$ cat src/rtl/freq_meter.sv
// Gated frequency counter: counts sig_in rising edges over GATE_CYCLES
// clocks and publishes the count, with single-shot and continuous modes.
module freq_meter #(
  parameter int GATE_CYCLES = 50000000,
  parameter int CNT_W       = 27
) (
  input  logic             CLK,
  input  logic             RST,
  input  logic             sig_in,
  input  logic             start,
  input  logic             continuous,
  output logic [CNT_W-1:0] freq,
  output logic             overflow,
  output logic             valid,
  output logic             busy
);

  localparam int GW = (GATE_CYCLES > 2) ? $clog2(GATE_CYCLES) : 1;
  localparam logic [GW-1:0] LAST = GW'(GATE_CYCLES - 1);

  typedef enum logic [1:0] {
    IDLE,
    GATE,
    DONE
  } state_t;

  state_t state_q, state_d;

  logic             sync1_q;
  logic             sync_q;
  logic             hist_q;
  logic             edge_w;
  logic             last_w;
  logic [GW-1:0]    gate_q, gate_d;
  logic [CNT_W-1:0] cnt_q, cnt_d;
  logic             sat_q, sat_d;
  logic [CNT_W-1:0] acc;
  logic             acc_sat;
  logic [CNT_W-1:0] freq_d;
  logic             ovf_d;
  logic             valid_d;

  assign edge_w = sync_q & ~hist_q;
  assign last_w = (gate_q == LAST);
  assign busy   = (state_q != IDLE);

  // An edge arriving with the counter already full is lost: that sets sat.
  always_comb begin
    acc     = cnt_q;
    acc_sat = sat_q;
    if (edge_w) begin
      if (&cnt_q) begin
        acc_sat = 1'b1;
      end else begin
        acc = cnt_q + CNT_W'(1);
      end
    end
  end

  always_comb begin
    state_d = state_q;
    gate_d  = gate_q;
    cnt_d   = cnt_q;
    sat_d   = sat_q;
    freq_d  = freq;
    ovf_d   = overflow;
    valid_d = 1'b0;
    unique case (state_q)
      IDLE: begin
        if (start | continuous) begin
          state_d = GATE;
          gate_d  = '0;
          cnt_d   = '0;
          sat_d   = 1'b0;
        end
      end
      GATE: begin
        gate_d = gate_q + GW'(1);
        cnt_d  = acc;
        sat_d  = acc_sat;
        if (last_w) begin
          state_d = DONE;
          freq_d  = acc;
          ovf_d   = acc_sat;
          valid_d = 1'b1;
        end
      end
      DONE: begin
        if (continuous) begin
          state_d = GATE;
          gate_d  = '0;
          cnt_d   = '0;
          sat_d   = 1'b0;
        end else begin
          state_d = IDLE;
        end
      end
      default: state_d = IDLE;
    endcase
  end

  always_ff @(posedge CLK or negedge RST) begin
    if (!RST) begin
      sync1_q <= 1'b0;
      sync_q  <= 1'b0;
      hist_q  <= 1'b0;
    end else begin
      sync1_q <= sig_in;
      sync_q  <= sync1_q;
      hist_q  <= sync_q;
    end
  end

  always_ff @(posedge CLK or negedge RST) begin
    if (!RST) begin
      state_q  <= IDLE;
      gate_q   <= '0;
      cnt_q    <= '0;
      sat_q    <= 1'b0;
      freq     <= '0;
      overflow <= 1'b0;
      valid    <= 1'b0;
    end else begin
      state_q  <= state_d;
      gate_q   <= gate_d;
      cnt_q    <= cnt_d;
      sat_q    <= sat_d;
      freq     <= freq_d;
      overflow <= ovf_d;
      valid    <= valid_d;
    end
  end

endmodule

$ cat config.mk
export PLATFORM = sky130hd
export DESIGN_NAME = freq_meter
export DESIGN_NICKNAME = d
export VERILOG_FILES = /design/src/rtl/freq_meter.sv
export SDC_FILE = /design/constraint.sdc
export NUM_CORES = 1
export LEC_CHECK = 0
export ABC_CLOCK_PERIOD_IN_PS = 3400
export CAP_MARGIN = 25
export CORE_AREA = 3 3 88 107
export CTS_CLUSTER_SIZE = 20
export DETAILED_ROUTE_END_ITERATION = 10
export DIE_AREA = 0 0 91 110
export PLACE_DENSITY_LB_ADDON = 0.2
export SLEW_MARGIN = 5
export SYNTH_ARGS = -nofsm -noshare
export SYNTH_HDL_FRONTEND = slang
export SYNTH_SLANG_ARGS = --single-unit
$ cat constraint.sdc
create_clock -name CLK -period 3.4 [get_ports CLK]
set_clock_uncertainty 0.1 [all_clocks]
set_input_delay 0.51 -clock CLK [delete_from_list [all_inputs] [get_ports CLK]]
set_output_delay 0.51 -clock CLK [all_outputs]
set_load 0.02 [all_outputs]
==> run metrics <==
Flop pwr share 51.6%; post_cts resized 0; Net count, final between 500 and 600; area grow syn2layout 14.6%; status finished clean; CORE AREA 8520 sq um; most frequent cells after synthesis 88 x dfrtp_1, 46 x nand2_1, 44 x nor2_1; Post-Syn Area between 4000 and 5000 sq um; kind of start point of the critical path flop; R2R Setup Slk 770 ps; Avg Cell Area, Syn approximately 9 sq um; Port Buffer Count 34; internal cell power roughly 1.8 mW; wire per inst 16.7 um; worst vdd ir between 0.3 and 0.4 mV; Seq/Total Area, Yosys a little under half; Clk Tree Root Cell clkbuf_8; die area about 10000 sq um; Post-synth EDFFs 0; CTS H-tree depth 3; slowest cell on the critical path and3_1; residual DRC count 0; warnings from Yosys 0; top_reg_cell synth dfrtp_1; WP depth 6; cells after synthesis 509; number of nets with antenna violations after routing 0; Sw Pwr about 0.7 mW; DP Wirelength roughly 7500 um; RSZ-0062 raised after global routing false; worst slack, placed about 820 ps; die width ~90 um; fin area 5280 sq um; Initial Util between 50% and 60%; register bit total from synthesis slightly below 90; buffer count from post-CTS setup fixing 0; Worst Reg-to-Reg Cells 6; Rows 37; largest net degree at the start of global routing 65; fmax around 380 MHz; clk slew on worst S/H paths roughly 80 ps; RR Endpoint freq[9]$_DFFE_PN0P_; insertion delay to the later sink of the worst-skew pair ~370 ps; Setup crit start cnt_q[10]$_DFFE_PN0P_; total CTS buffers 9; initial antenna violation count 0; Post-CTS Hold Fix Bufs 0; IO Pins 35; vias in the first global route approximately 3800; cell area after placement just over 5000 sq um; critical path arrival roughly 2800 ps; count leader, synth dfrtp_1; clock sinks between 80 and 90; origin of the critical flop-to-flop path cnt_q[10]$_DFFE_PN0P_; WL final 10900 um; Final min period 2630 ps; period utilisation layout 77.2%; Leakage 2.15 nW; Vias around 3900; GRT overflow 0; Die Y roughly 110 um; Synth cell types 53; Iter 0 DRT Violations 200; Hold/Removal Path Class in2async; Global Route Usage Sum between 20% and 30%; Worst path max stage delay 720 ps; max_cap viols 0; clock buffer depth 2; final number of setup-violating endpoints 0; CP Class reg2reg; post-synth net total 516; cells taking the most area after synthesis dfrtp_1 48%, o21ai_0 4.6%, xnor2_1 4.4%, nand2_1 3.7%, nor2_1 3.6%; Post-synth ARST share 100%; leading area contributor after synthesis dfrtp_1; Sw Share between 20% and 30%; Post-Route Setup TNS 0 ps; First-pass DRT Iterations 4; worst setup path endpoint freq[9]$_DFFE_PN0P_; TritonCTS clock tree done; Crit. End Element flop; Pins Over Slew Limit 0; Least-Margin Pin Slew between 800 and 900 ps; layout cells sized above 1 under 10%; clock network fraction of total power 36.1%; Final GP Congestion 0.879; Pwr per Cell Area around 470 nW/um^2; first-pass GRT wire length between 15000 and 20000 um; top cell type's share of synthesized area a little under half; Buf/Inv on CP 1; vias per cell around 6.0; Comb pwr share ~12%; worst-path cell chain nand4_1, nor4_1, buf_4, and3_1, o21ai_0, a31oi_1; Top delay family on crit path simple AND/OR/NAND/NOR gates; Worst Path Required about 3600 ps; WHS around 130 ps; Fin. Hold Viols 0; diode count 0; CP Max Fanout 30; Final WS setup between 700 and 800 ps; Max-slew headroom a little over two fifths
[registers in the layout, summed over array words and instances, names as in the netlist]
signal    count
freq         27
sat_q         1
cnt_q        27
sync1_q       1
gate_q       26
sync_q        1
overflow      1
valid         1
hist_q        1
state_q       2
[layout make-up]
type / instances / area, sq um
Tap cell: 117 / 146
Clock inverter: 5 / 103
Sequential cell: 88 / 2200
Multi-Input combinational cell: 373 / 2220
Inverter: 17 / 63.8
Timing Repair Buffer: 42 / 398
Fill cell: 773 / 3240
Clock buffer: 11 / 151
[routing by layer]
metal,global-route usage [%],vias to the layer above,wire (um)
met3,2.44,23,417
met5,0,-,0
met2,42.0,96,5670
met4,12.6,0,326
li1,-,1902,-
met1,28.0,1904,4480
[per-stage QoR]
step | utilization [%] | instances | power, mW
after floorplan | - | 509 | 1.51
after global placement | 59.0 | 637 | 1.59
after detailed placement | 59.0 | 637 | 1.61
after CTS | 62.0 | 653 | 2.51
after global routing | 62.0 | 653 | 2.61
final | 62.0 | 653 | 2.49
[cell families after synthesis]
kind of cell	count (synthesis)	share of synthesized area [%]
multiplexers	1	0.217
buffers and inverters	48	4.18
adder cells (fa/ha/maj)	2	0.543
AND/OR/NAND/NOR	213	24.1
flip-flops	88	47.8
XOR/XNOR	35	6.65
AO/OA/AOI/OAI	122	16.6
[how the worst min path moves through the flow]
stage	startpoint	endpoint	slack [ps]	cells after the start
after detailed placement	sync1_q$_DFF_PN0_	sync_q$_DFF_PN0_	240	0
after global placement	sync1_q$_DFF_PN0_	sync_q$_DFF_PN0_	230	0
after global routing	RST	freq[12]$_DFFE_PN0P_	200	1
after floorplan	RST	cnt_q[0]$_DFFE_PN0P_	110	0
after CTS	RST	freq[12]$_DFFE_PN0P_	160	1
final	RST	cnt_q[10]$_DFFE_PN0P_	130	1
[layout by cell type (no fill, tap or decap), drive strengths merged, types with 3 or more instances in the layout]
cell,synthesis,layout
dfrtp,88,88
nand2,46,46
nor2,44,44
o21ai,42,42
clkdlybuf4s50,0,33
nand3,28,28
a31oi,24,24
xnor2,23,23
inv,17,17
a21oi,17,17
or3,16,16
and3,15,15
nand4,14,14
nor4,13,13
xor2,12,12
or4,12,12
clkbuf,26,11
nor3,9,9
o211ai,9,9
buf,5,9
nand2b,3,3
o31ai,3,3
o22ai,3,3
and4,3,3
o2111ai,3,3
a41oi,3,3
bufinv,0,3
[power by group through the flow]
stage | combinational (mW) | clock (mW) | sequential, mW
5_1_grt | 0.346 | 0.957 | 1.31
3_3_place_gp | 0.294 | 0 | 1.30
6_report | 0.305 | 0.900 | 1.29
2_1_floorplan | 0.273 | 0 | 1.23
4_1_cts | 0.308 | 0.920 | 1.28
3_5_place_dp | 0.306 | 0 | 1.30
(Power assumes the default switching activity.)
